<file path="config.mk">
export PLATFORM = sky130hd
export DESIGN_NAME = vt100_response_tx_flat
export DESIGN_NICKNAME = d
export VERILOG_FILES = /design/src/rtl/vt100_response_tx_if.sv /design/src/rtl/vt100_response_tx.sv /design/src/flat_wrapper.sv
export SDC_FILE = /design/constraint.sdc
export NUM_CORES = 1
export LEC_CHECK = 0
export CAP_MARGIN = 15
export CORE_ASPECT_RATIO = 0.7
export CORE_MARGIN = 10
export CORE_UTILIZATION = 56
export CTS_CLUSTER_DIAMETER = 50
export DETAILED_ROUTE_END_ITERATION = 7
export MAX_ROUTING_LAYER = met4
export PLACE_DENSITY_LB_ADDON = 0.08
export SYNTH_ARGS = -nofsm -noshare
export SYNTH_HDL_FRONTEND = slang
export SYNTH_SLANG_ARGS = --single-unit
</file>
<file path="constraint.sdc">
create_clock -name i_clk -period 9.5 [get_ports i_clk]
set_input_delay 2.85 -clock i_clk [delete_from_list [all_inputs] [get_ports i_clk]]
set_output_delay 2.85 -clock i_clk [all_outputs]
set_load 0.02 [all_outputs]
</file>
<file path="src/rtl/vt100_response_tx_if.sv">
// vt100_response_tx_if: request and reply-byte handshake bundle for vt100_response_tx.
// Latency: none, wires only.
// Backpressure: reqReady throttles query requests; txReady stalls reply bytes.
//
// Signals:
//   reqValid/reqType/reqReady  query request handshake (type 0=DSR 1=CPR 2=DA 3=reserved)
//   cursorX/cursorY            0-based cursor column/row, sampled on request acceptance
//   txData/txValid/txReady     reply byte stream towards the UART transmitter
//   busy                       a reply is in progress (or queued)
// Modports: master = request source / byte sink, slave = reply generator.
interface vt100_response_tx_if #(
  parameter int COORD_W = 8
);
  logic               reqValid;
  logic [1:0]         reqType;
  logic               reqReady;
  logic [COORD_W-1:0] cursorX;
  logic [COORD_W-1:0] cursorY;
  logic [7:0]         txData;
  logic               txValid;
  logic               txReady;
  logic               busy;

  modport master (
    output reqValid, reqType, cursorX, cursorY, txReady,
    input  reqReady, txData, txValid, busy
  );

  modport slave (
    input  reqValid, reqType, cursorX, cursorY, txReady,
    output reqReady, txData, txValid, busy
  );
endinterface

</file>
<file path="src/rtl/vt100_response_tx.sv">
// vt100_response_tx: serialises VT100 query replies (DSR, CPR, DA) onto a byte stream.
// Latency: first reply byte valid the cycle after acceptance; no bubbles inside a reply.
// Backpressure: txReady low holds txData/txValid; reqReady low while a reply is active (or queue full).
//
// Ports:
//   i_clk   system clock
//   i_rst   synchronous reset, active-low
//   io_bus  vt100_response_tx_if.slave (request in, reply bytes out, busy)
// Optional build macro: VT100_RESP_QUEUE_EN adds a 4-entry request queue so
// replies stream back-to-back; without it only one request is held at a time.
module vt100_response_tx #(
  parameter int COORD_W = 8
) (
  input logic                  i_clk,
  input logic                  i_rst,
  vt100_response_tx_if.slave   io_bus
);

  localparam int CW1 = COORD_W + 1;

  typedef enum logic [0:0] {
    S_IDLE = 1'b0,
    S_EMIT = 1'b1
  } state_t;

  state_t r_state;
  state_t w_state_nxt;

  // Latched reply context.
  logic [1:0]  r_type;
  logic [11:0] r_row_bcd;
  logic [1:0]  r_row_nd;
  logic [11:0] r_col_bcd;
  logic [1:0]  r_col_nd;
  logic [3:0]  r_last_idx;
  logic [3:0]  r_idx;

  // Request presented to the reply engine this cycle.
  logic               w_ld_vld;
  logic [1:0]         w_ld_type;
  logic [COORD_W-1:0] w_ld_x;
  logic [COORD_W-1:0] w_ld_y;

  logic       w_xfer;
  logic       w_last;
  logic       w_tx_vld;
  logic [7:0] w_tx_dat;

  // Shift-add-3 binary to BCD, 9-bit input (max 256) into 3 digits.
  function automatic logic [11:0] f_bin2bcd(input logic [8:0] bin);
    logic [20:0] sr;
    sr = {12'd0, bin};
    for (int i = 0; i < 9; i++) begin
      if (sr[12:9]  >= 4'd5) sr[12:9]  = sr[12:9]  + 4'd3;
      if (sr[16:13] >= 4'd5) sr[16:13] = sr[16:13] + 4'd3;
      if (sr[20:17] >= 4'd5) sr[20:17] = sr[20:17] + 4'd3;
      sr = sr << 1;
    end
    return sr[20:9];
  endfunction

  function automatic logic [1:0] f_ndig(input logic [8:0] v);
    if (v >= 9'd100)     return 2'd3;
    else if (v >= 9'd10) return 2'd2;
    else                 return 2'd1;
  endfunction

  // ASCII for the k-th digit (0 = most significant) of an nd-digit number.
  function automatic logic [7:0] f_digit(input logic [11:0] bcd, input logic [1:0] nd,
                                         input logic [1:0] k);
    logic [1:0] p;
    logic [3:0] nib;
    p = nd - k - 2'd1;
    case (p)
      2'd0:    nib = bcd[3:0];
      2'd1:    nib = bcd[7:4];
      default: nib = bcd[11:8];
    endcase
    return {4'h3, nib};
  endfunction

  assign w_xfer = (r_state == S_EMIT) && io_bus.txReady;
  assign w_last = (r_idx == r_last_idx);

`ifdef VT100_RESP_QUEUE_EN
  localparam int QW = 2 + 2 * COORD_W;

  logic [QW-1:0]      r_q_mem [4];
  logic [1:0]         r_q_wp;
  logic [1:0]         r_q_rp;
  logic [2:0]         r_q_cnt;
  logic               w_q_full;
  logic               w_q_empty;
  logic               w_q_push;
  logic               w_q_pop;
  logic               w_acc;
  logic               w_slot;
  logic               w_byp;
  logic [1:0]         w_h_type;
  logic [COORD_W-1:0] w_h_x;
  logic [COORD_W-1:0] w_h_y;

  assign w_q_full        = (r_q_cnt == 3'd4);
  assign w_q_empty       = (r_q_cnt == 3'd0);
  assign io_bus.reqReady = !w_q_full;
  // Reserved type is dropped at the queue input.
  assign w_acc  = io_bus.reqValid && io_bus.reqReady && (io_bus.reqType != 2'd3);
  // Engine can take a new request now: idle, or the last byte leaves this edge.
  assign w_slot = (r_state == S_IDLE) || (w_xfer && w_last);
  // Empty queue with a free engine: route the request straight in, so the
  // first byte still comes one cycle after acceptance.
  assign w_byp    = w_slot && w_q_empty && w_acc;
  assign w_q_pop  = w_slot && !w_q_empty;
  assign w_q_push = w_acc && !w_byp;

  assign {w_h_type, w_h_x, w_h_y} = r_q_mem[r_q_rp];
  assign w_ld_vld  = w_q_pop || w_byp;
  assign w_ld_type = w_q_empty ? io_bus.reqType : w_h_type;
  assign w_ld_x    = w_q_empty ? io_bus.cursorX : w_h_x;
  assign w_ld_y    = w_q_empty ? io_bus.cursorY : w_h_y;

  assign io_bus.busy = (r_state != S_IDLE) || !w_q_empty;

  always_ff @(posedge i_clk) begin
    if (w_q_push) r_q_mem[r_q_wp] <= {io_bus.reqType, io_bus.cursorX, io_bus.cursorY};
  end

  always_ff @(posedge i_clk) begin
    if (!i_rst) begin
      r_q_wp  <= 2'd0;
      r_q_rp  <= 2'd0;
      r_q_cnt <= 3'd0;
    end else begin
      if (w_q_push) r_q_wp <= r_q_wp + 2'd1;
      if (w_q_pop)  r_q_rp <= r_q_rp + 2'd1;
      case ({w_q_push, w_q_pop})
        2'b10:   r_q_cnt <= r_q_cnt + 3'd1;
        2'b01:   r_q_cnt <= r_q_cnt - 3'd1;
        default: r_q_cnt <= r_q_cnt;
      endcase
    end
  end
`else
  assign io_bus.reqReady = (r_state == S_IDLE) && i_rst;
  assign w_ld_vld  = io_bus.reqValid && io_bus.reqReady && (io_bus.reqType != 2'd3);
  assign w_ld_type = io_bus.reqType;
  assign w_ld_x    = io_bus.cursorX;
  assign w_ld_y    = io_bus.cursorY;
  assign io_bus.busy = (r_state != S_IDLE);
`endif

  // 1-based coordinates at COORD_W+1 bits so 255 becomes 256, not 0.
  logic [CW1-1:0] w_row;
  logic [CW1-1:0] w_col;
  logic [8:0]     w_row9;
  logic [8:0]     w_col9;
  logic [1:0]     w_row_nd;
  logic [1:0]     w_col_nd;
  logic [3:0]     w_ld_last;

  assign w_row    = {1'b0, w_ld_y} + CW1'(1);
  assign w_col    = {1'b0, w_ld_x} + CW1'(1);
  assign w_row9   = 9'(w_row);
  assign w_col9   = 9'(w_col);
  assign w_row_nd = f_ndig(w_row9);
  assign w_col_nd = f_ndig(w_col9);

  always_comb begin
    w_ld_last = 4'd3;
    case (w_ld_type)
      2'd0:    w_ld_last = 4'd3;
      2'd2:    w_ld_last = 4'd6;
      default: w_ld_last = 4'd3 + {2'b00, w_row_nd} + {2'b00, w_col_nd};
    endcase
  end

  always_ff @(posedge i_clk) begin
    if (!i_rst) begin
      r_type     <= 2'd0;
      r_row_bcd  <= 12'd0;
      r_row_nd   <= 2'd1;
      r_col_bcd  <= 12'd0;
      r_col_nd   <= 2'd1;
      r_last_idx <= 4'd0;
      r_idx      <= 4'd0;
    end else if (w_ld_vld) begin
      r_type     <= w_ld_type;
      r_row_bcd  <= f_bin2bcd(w_row9);
      r_row_nd   <= w_row_nd;
      r_col_bcd  <= f_bin2bcd(w_col9);
      r_col_nd   <= w_col_nd;
      r_last_idx <= w_ld_last;
      r_idx      <= 4'd0;
    end else if (w_xfer) begin
      r_idx <= r_idx + 4'd1;
    end
  end

  always_ff @(posedge i_clk) begin
    if (!i_rst) r_state <= S_IDLE;
    else        r_state <= w_state_nxt;
  end

  // CPR layout: 1B 5B <row digits> 3B <col digits> 52.
  logic [3:0] w_sep_idx;
  logic [3:0] w_col_end;
  logic [3:0] w_rel_row;
  logic [3:0] w_rel_col;

  assign w_sep_idx = 4'd2 + {2'b00, r_row_nd};
  assign w_col_end = w_sep_idx + 4'd1 + {2'b00, r_col_nd};
  assign w_rel_row = r_idx - 4'd2;
  assign w_rel_col = r_idx - w_sep_idx - 4'd1;

  always_comb begin
    w_state_nxt = r_state;
    w_tx_vld    = 1'b0;
    w_tx_dat    = 8'h00;
    case (r_state)
      S_IDLE: begin
        if (w_ld_vld) w_state_nxt = S_EMIT;
      end
      S_EMIT: begin
        w_tx_vld = 1'b1;
        if (w_xfer && w_last) w_state_nxt = w_ld_vld ? S_EMIT : S_IDLE;
        case (r_type)
          2'd0: begin
            case (r_idx)
              4'd0:    w_tx_dat = 8'h1B;
              4'd1:    w_tx_dat = 8'h5B;
              4'd2:    w_tx_dat = 8'h30;
              default: w_tx_dat = 8'h6E;
            endcase
          end
          2'd2: begin
            case (r_idx)
              4'd0:    w_tx_dat = 8'h1B;
              4'd1:    w_tx_dat = 8'h5B;
              4'd2:    w_tx_dat = 8'h3F;
              4'd3:    w_tx_dat = 8'h31;
              4'd4:    w_tx_dat = 8'h3B;
              4'd5:    w_tx_dat = 8'h32;
              default: w_tx_dat = 8'h63;
            endcase
          end
          default: begin
            if (r_idx == 4'd0)           w_tx_dat = 8'h1B;
            else if (r_idx == 4'd1)      w_tx_dat = 8'h5B;
            else if (r_idx < w_sep_idx)  w_tx_dat = f_digit(r_row_bcd, r_row_nd, w_rel_row[1:0]);
            else if (r_idx == w_sep_idx) w_tx_dat = 8'h3B;
            else if (r_idx < w_col_end)  w_tx_dat = f_digit(r_col_bcd, r_col_nd, w_rel_col[1:0]);
            else                         w_tx_dat = 8'h52;
          end
        endcase
      end
      default: w_state_nxt = S_IDLE;
    endcase
  end

  assign io_bus.txValid = w_tx_vld;
  assign io_bus.txData  = w_tx_dat;

endmodule
</file>
<file path="src/flat_wrapper.sv">
// flat-port wrapper written by rule: the top's interface ports become plain ports
module vt100_response_tx_flat 
#(
  parameter int COORD_W = 8
)
  (i_clk, i_rst, io_bus_reqValid, io_bus_reqType, io_bus_cursorX, io_bus_cursorY, io_bus_txReady, io_bus_reqReady, io_bus_txData, io_bus_txValid, io_bus_busy);
  vt100_response_tx_if #(.COORD_W(COORD_W)) io_bus_i ();
  input logic i_clk;
  input logic i_rst;
  input wire logic [$bits(io_bus_i.reqValid)-1:0] io_bus_reqValid;
  input wire logic [$bits(io_bus_i.reqType)-1:0] io_bus_reqType;
  input wire logic [$bits(io_bus_i.cursorX)-1:0] io_bus_cursorX;
  input wire logic [$bits(io_bus_i.cursorY)-1:0] io_bus_cursorY;
  input wire logic [$bits(io_bus_i.txReady)-1:0] io_bus_txReady;
  output wire logic [$bits(io_bus_i.reqReady)-1:0] io_bus_reqReady;
  output wire logic [$bits(io_bus_i.txData)-1:0] io_bus_txData;
  output wire logic [$bits(io_bus_i.txValid)-1:0] io_bus_txValid;
  output wire logic [$bits(io_bus_i.busy)-1:0] io_bus_busy;
  assign io_bus_i.reqValid = io_bus_reqValid;
  assign io_bus_i.reqType = io_bus_reqType;
  assign io_bus_i.cursorX = io_bus_cursorX;
  assign io_bus_i.cursorY = io_bus_cursorY;
  assign io_bus_i.txReady = io_bus_txReady;
  assign io_bus_reqReady = io_bus_i.reqReady;
  assign io_bus_txData = io_bus_i.txData;
  assign io_bus_txValid = io_bus_i.txValid;
  assign io_bus_busy = io_bus_i.busy;
  vt100_response_tx #(.COORD_W(COORD_W)) u_core (.i_clk(i_clk), .i_rst(i_rst), .io_bus(io_bus_i));
endmodule
</file>
==> results of run 1 <==
-- stage by stage --
step | instance area [um^2] | hold slack [ns]
floorplan | 5320 | 0.420
global placement | 6040 | 0.433
detailed placement | 6040 | 0.437
CTS | 6190 | 0.446
global route | 6350 | 0.456
finish | 6350 | 0.443
-- routing by layer --
layer / GRT usage, % / share of wire, % / routed length, um / vias up
met5: - / 0 / 0 / -
met4: 2.20 / 0.53 / 87 / 0
met3: 4.90 / 9.8 / 1610 / 16
met2: 31.9 / 42 / 6880 / 278
met1: 35.1 / 48 / 7870 / 2766
li1: - / - / - / 2831
-- synthesized netlist by cell type (all sizes together), types with 6 or more instances --
cell / number
xor2: 12
o22ai: 9
a21o: 6
o31ai: 8
nand2b: 10
clkbuf: 31
inv: 37
o211ai: 9
mux2i: 20
o311ai: 6
nand2: 88
a31oi: 17
dfxtp: 37
a21oi: 44
and2: 15
nand4: 8
a211oi: 11
nor4: 6
and3: 6
o21ai: 51
ha: 38
nor2: 49
nand3: 36
nor3: 19
xnor2: 28
nor2b: 10
o21a: 8
buf: 11
-- worst max-delay path: cells and delay by family --
family / cells / cell delay (ns)
compound gates: 9 / 2.01
simple gates: 9 / 1.48
buf+inv: 6 / 1.11
xor+xnor: 5 / 1.08
fa+ha+maj: 4 / 0.83
mux: 1 / 0.18
-- final timing paths --
kind / slack, ns / start / end / cells after the start
worst min register to register: 0.44 / u_core.r_row_bcd[10] / u_core.r_row_bcd[10] / 2
worst max-delay path: 0.18 / io_bus_cursorY[0] / u_core.r_row_bcd[6] / 34
worst max register to register: 7.35 / u_core.io_bus.busy / u_core.r_col_bcd[7] / 6
worst min-delay path: 0.44 / u_core.r_row_bcd[10] / u_core.r_row_bcd[10] / 2
-- cells in the final DEF (no fill, tap or decap), types with 4 or more instances in the layout --
cell / count
xor2_1: 12
o211ai_1: 9
a21o_1: 6
inv_1: 36
o311a_1: 5
ha_1: 37
a32o_1: 5
and3_1: 6
nand4_1: 6
buf_4: 65
o22ai_1: 8
xnor2_2: 4
nand3_1: 36
clkdlybuf4s50_1: 30
a211o_1: 5
o21ai_1: 7
mux2i_1: 17
nand2_1: 88
o31ai_1: 6
a211oi_1: 9
dfxtp_1: 37
nor2_1: 48
a32oi_1: 4
nor4_1: 6
nand2b_1: 10
o22a_1: 5
xnor2_1: 22
nor2b_1: 9
clkbuf_16: 5
o21ai_0: 42
nor3_1: 17
o21a_1: 8
a31oi_1: 17
a21oi_1: 41
and2_1: 14
-- sequential cells by signal, summed over array words and instances (netlist names) --
signal	count
u_core.r_col_nd	2
u_core.r_row_bcd	11
u_core.r_row_nd	2
u_core.r_last_idx	4
u_core.r_type	2
u_core.r_idx	4
u_core.io_bus.busy	1
u_core.r_col_bcd	11
-- repair_timing --
item / CTS / global route
buffers inserted: 0 / 8
gates resized for setup: 0 / 25
setup endpoints to repair: 0 / 9
-- cell families (layout without fill, tap and decap cells) --
logic type      after synthesis  in the layout  share of synthesized area, %
compound gates              239            239                          32.3
other cells                   1              1                        0.0705
buf+inv                      79            142                          6.02
flops                        37             37                          13.9
xor+xnor                     41             41                          8.00
fa+ha+maj                    41             41                          10.1
simple gates                266            266                          24.8
mux                          24             24                          4.75
-- where the power goes --
| group | switching, mW | total, mW | internal, mW |
|---|---|---|---|
| registers | 0.0159 | 0.187 | 0.171 |
| logic | 0.269 | 0.470 | 0.200 |
| clock network | 0.0709 | 0.175 | 0.104 |
-- layout make-up --
cell class / instances / area [um^2] / area share, %
Multi-Input combinational cell: 612 / 4350 / 68.5
Inverter: 37 / 139 / 2.19
Clock inverter: 2 / 13.8 / 0.217
Sequential cell: 37 / 741 / 11.7
Tap cell: 124 / 155 / 2.44
Clock buffer: 6 / 139 / 2.19
Timing Repair Buffer: 97 / 812 / 12.8
==> metrics.md, run 1 <==
| Metric | Value |
|---|---|
| Core box area | approximately 9000 um^2 |
| Finish-stage setup viols | 0 |
| Netlist cell types | between 90 and 100 |
| Port buffer count | 31 |
| Max_cap viols | 0 |
| Post-synth EDFFs | 0 |
| Die X | 136 um |
| H-tree depth | 2 |
| Clock buffer depth | 2 |
| Final hold vios | 0 |
| Initial drt markers | 570 |
| TritonCTS clock tree | done |
| WP data required | 9.71 ns |
| Antenna Nets Post-Route | 0 |
| ANT cells | 0 |
| Pre-CTS WS | -0.210 ns |
| Final core occ | a little over two thirds |
| Drt drc | 0 |
| Asr flop ratio synth | 0% |
| Register area share after synthesis | 13.9% |
| First-pass GRT wire length | about 26000 um |
| Pwr Total | around 830 uW |
| Clk Latency, worst-skew pair | just under 0.3 ns |
| Avg Cell Area, Syn | about 7.3 um^2 |
| Die ar. | roughly 14000 um^2 |
| DR vias | 5891 |
| Crit path largest cell delay | ~0.42 ns |
| Worst-Margin Slew | around 1.1 ns |
| Top Ports | 33 |
| Top-area cell type share of the netlist area | around 14% |
| Largest fanout on the critical path | 6 |
| Setup TNS | 0 ns |
| Ys Warns | 0 |
| Via/cell ratio | between 6 and 7 |
| Largest net degree at the start of global routing | 37 |
| Area leader, netlist | dfxtp_1 |
| Cell Rows | 29 |
| Detailed placement HPWL | roughly 13000 um |
| CP arrival | 9.54 ns |
| Pleak | 2.63 nW |
| Initial antenna violation count | 0 |
| Initial Utilization | just under 60% |
| Outcome | finished, final reports clean |
| CP Capture Type | flip-flop |
| Pre-antenna DRT Iters | 6 |
| HP Class | reg2reg |
| Num CTS Buffers | 5 |
| Cells after Synth | about 730 |
| GR Util All Layers | between 20% and 30% |
| Ys flop type | dfxtp_1 |
| Clk_skew | 0.00278 ns |
| Placed cells | roughly 900 |
| Synth area leaders | dfxtp_1 (14%), ha_1 (8.9%), nand2_1 (6.2%), a21oi_1 (4.0%), o21ai_0 (4.0%) |
| Clock period minus final worst setup slack | 9.32 ns |
| Synth-to-Final Area Change | 19.4% |
| Power density cells | 131 nW/um^2 |
| Share of layout cells above drive strength 1 | 15.2% |
| Hold Buf Count CTS | 0 |
| Gr ovfl total | 0 |
| Die height | about 100 um |
| Part of the cycle the worst path needs | ~100% |
| Seq cells post-synth | 37 |
| Fillers | between 700 and 800 |
| Worst ir drop on vdd | ~100 uV |
| Clock-pin slew on the worst setup and hold paths | ~0.06 ns |
| Crit start category | input pin |
| CP Class | in2reg |
| Synth Net Count | a little under 800 |
| Num Clock Sinks | 37 |
| Mapped cell area | ~5300 um^2 |
| Slew Viols, Final | 0 |
| CTS root buffer | clkbuf_16 |
| Max Freq | 107 MHz |
| Final WS setup | about 0.18 ns |
| Post-Route WL | 16400 um |
| CP max stage cell | clkdlybuf4s50_1 |
| Routed length per placed instance | about 18 um |
| Vias in the first global route | 5204 |
| Non-Filler Instances | approximately 900 |
| Nets | approximately 850 |
| Most used cell, CP | ha_1 |
| Slew margin rel. | between 20% and 30% |
| Routability congestion estimate | ~0.95 |
(Power assumes the default switching activity.)
==> inputs of run 2 (changes only) <==
--- a/config.mk
+++ b/config.mk
@@ -13,6 +13,7 @@
 export DETAILED_ROUTE_END_ITERATION = 7
 export MAX_ROUTING_LAYER = met4
 export PLACE_DENSITY_LB_ADDON = 0.08
+export RECOVER_POWER = 25
 export SYNTH_ARGS = -nofsm -noshare
 export SYNTH_HDL_FRONTEND = slang
 export SYNTH_SLANG_ARGS = --single-unit
==> run 2 against run 1 <==
Effect of this change:
- clock power about the same
- fmax about the same
- via count about the same
- critical path depth unchanged
- non-clock buffer count unchanged
- utilization unchanged
- largest cell class unchanged
==> metrics.md, run 2 (same netlist as run 1, synthesis figures left out) <==
| Metric | Value |
|---|---|
| Largest fanout on the critical path | 6 (unchanged) |
| Setup TNS | 0 ns (unchanged) |
| Routability congestion estimate | 0.946 (unchanged) |
| DR vias | 5894 (+0.051%) |
| Worst reg2reg path depth | 6 (unchanged) |
| H-tree depth | 2 (unchanged) |
| Hold Buf Count CTS | 0 (unchanged) |
| CP arrival | 9.54 ns (about the same) |
| HP Class | reg2reg |
| Die X | 136 um (unchanged) |
| RR Endpoint | u_core.r_col_bcd[7] |
| Top Ports | 33 (unchanged) |
| Worst R2R Setup Slack | 7.37 ns (+0.02 ns) |
| Top Layer Used | met4 |
| Via/cell ratio | 6.44 (about the same) |
| Port buffer count | 31 (unchanged) |
| First-pass GRT wire length | 26200 um (unchanged) |
| Detailed placement HPWL | 12700 um (unchanged) |
| Max_cap viols | 0 (unchanged) |
| Clk_skew | 0.00319 ns (+0.000417 ns) |
| CP max stage cell | clkdlybuf4s50_1 |
| Die height | 102 um (unchanged) |
| Die ar. | 13900 um^2 (unchanged) |
| Commonest cells after routing, fill and taps aside | nand2_1 (88), buf_4 (65), nor2_1 (48) |
| Worst Hold Path EP | u_core.r_row_bcd[10] |
| Crit start category | input pin |
| Cell Rows | 29 (unchanged) |
| TritonCTS clock tree | done |
| Worst-Margin Slew | 1.14 ns (-0.00357 ns) |
| Initial Utilization | 58.2% (unchanged) |
| Max Freq | 107 MHz (about the same) |
| Antenna Nets Post-Route | 0 (unchanged) |
| Initial antenna violation count | 0 (unchanged) |
| Largest regs | u_core.r_col_bcd x11, u_core.r_row_bcd x11 |
| Final WS setup | 0.175 ns (-0.000411 ns) |
| Power density cells | 131 nW/um^2 (about the same) |
| Met2 Wirelength | 6860 um (-0.28%) |
| CTS root buffer | clkbuf_16 |
| Most used cell, CP | ha_1 |
| Clk Latency, worst-skew pair | 0.29 ns (about the same) |
| Clock buffer depth | 2 (unchanged) |
| Reg2Reg Launch Point | u_core.io_bus.busy |
| M1 WL | 7840 um (-0.38%) |
| Synth-to-Final Area Change | 19.4% (unchanged) |
| GR Util All Layers | 23.4% (unchanged) |
| Pleak | 2.63 nW (+0.16%) |
| Initial drt markers | 570 (unchanged) |
| CP Capture Type | flip-flop |
| Pre-antenna DRT Iters | 8 (+2) |
| Commonest non-fill, non-tap cell in the layout | nand2_1 |
| WP buf/inv | 6 (unchanged) |
| Final hold vios | 0 (unchanged) |
| Critical Path Stages | 34 (unchanged) |
| Num CTS Buffers | 5 (unchanged) |
| Outcome | finished, final reports clean |
| Hold depth | 2 (unchanged) |
| Pre-CTS WS | -0.210 ns (unchanged) |
| Vias in the first global route | 5204 (unchanged) |
| Worst ir drop on vdd | 100 uV (about the same) |
| Slew Viols, Final | 0 (unchanged) |
| Post-Route WL | 16400 um (about the same) |
| ANT cells | 0 (unchanged) |
| Routed length per placed instance | 18.0 um (about the same) |
| Slew margin rel. | 23.4% (+0.24 points) |
| Core box area | 9140 um^2 (unchanged) |
| Pwr Total | 831 uW (about the same) |
| Gr ovfl total | 0 (unchanged) |
| Placed cell area | 6040 um^2 (unchanged) |
| Crit path largest cell delay | 0.42 ns (about the same) |
| Largest net degree at the start of global routing | 37 (unchanged) |
| CP Class | in2reg |
| Nets | 853 (unchanged) |
| Part of the cycle the worst path needs | 98.2% (about the same) |
| Cell area after layout | 6350 um^2 (unchanged) |
| Drt drc | 0 (unchanged) |
| WP data required | 9.71 ns (about the same) |
| Share of layout cells above drive strength 1 | 15.2% (unchanged) |
| Num Clock Sinks | 37 (unchanged) |
| Non-Filler Instances | 915 (unchanged) |
| Finish-stage setup viols | 0 (unchanged) |
| Placed cells | 899 (unchanged) |
| Clock-pin slew on the worst setup and hold paths | 0.06 ns (about the same) |
| Clock period minus final worst setup slack | 9.32 ns (+0.000411 ns) |
| Fillers | 789 (unchanged) |
| Metal3 WL | 1610 um (about the same) |
| Hold Crit Start | u_core.r_row_bcd[10] |
| Cell family with most CP delay | compound AO/OA/AOI/OAI gates |
run 2: changes by cell type in the layout (fill, tap and decap cells not counted):
cell	delta
clkdlybuf4s50_1	-3
dlygate4sd3_1	+3
run 2: routing by layer:
metal | vias to the layer above | global-route usage, %
met5 | - | -
met4 | 0 | 2.20
met1 | 2773 | 35.1
met2 | 265 | 31.9
met3 | 24 | 4.90
li1 | 2832 | -
run 2: area by class of cell:
cell class                      instances  area (um^2)  share of cell area, %
Timing Repair Buffer                   97          812                   12.8
Tap cell                              124          155                   2.44
Multi-Input combinational cell        612         4350                   68.5
Inverter                               37          139                   2.19
Sequential cell                        37          741                   11.7
Clock inverter                          2         13.8                  0.217
Clock buffer                            6          139                   2.19
run 2: tightest hold or removal path: stages (launching register included):
cell and delay (ns):
dfxtp_1 0.31, nand2_1 0.05, nand2_1 0.04
run 2: how the worst max path moves through the flow:
stage	startpoint	endpoint	slack, ns
2_1_floorplan	io_bus_cursorX[2]	u_core.r_col_bcd[5]	0.12
3_3_place_gp	io_bus_cursorX[5]	u_core.r_col_bcd[8]	0.009
3_5_place_dp	io_bus_cursorX[3]	u_core.r_col_bcd[8]	-0.21
4_1_cts	io_bus_cursorX[3]	u_core.r_col_bcd[8]	0.06
5_1_grt	io_bus_cursorY[0]	u_core.r_row_bcd[6]	-0.11
6_report	io_bus_cursorY[0]	u_core.r_row_bcd[6]	0.18
run 2: power by group:
part,internal [mW],switching (mW)
clock,0.104,0.0706
sequential,0.171,0.0158
combinational,0.200,0.269
total,0.476,0.356
run 2: timing repair:
action                                 in CTS  in global routing
endpoints found under the hold margin       0                  0
gates resized for setup                     0                 25
setup buffers                               0                  8
setup endpoints to repair                   0                  9
run 2: through the flow:
stage          util, %  hold slack [ns]
4_1_cts           67.7            0.446
2_1_floorplan        -            0.420
3_5_place_dp      66.0            0.437
6_report          69.4            0.443
5_1_grt           69.4            0.456
3_3_place_gp      66.0            0.433
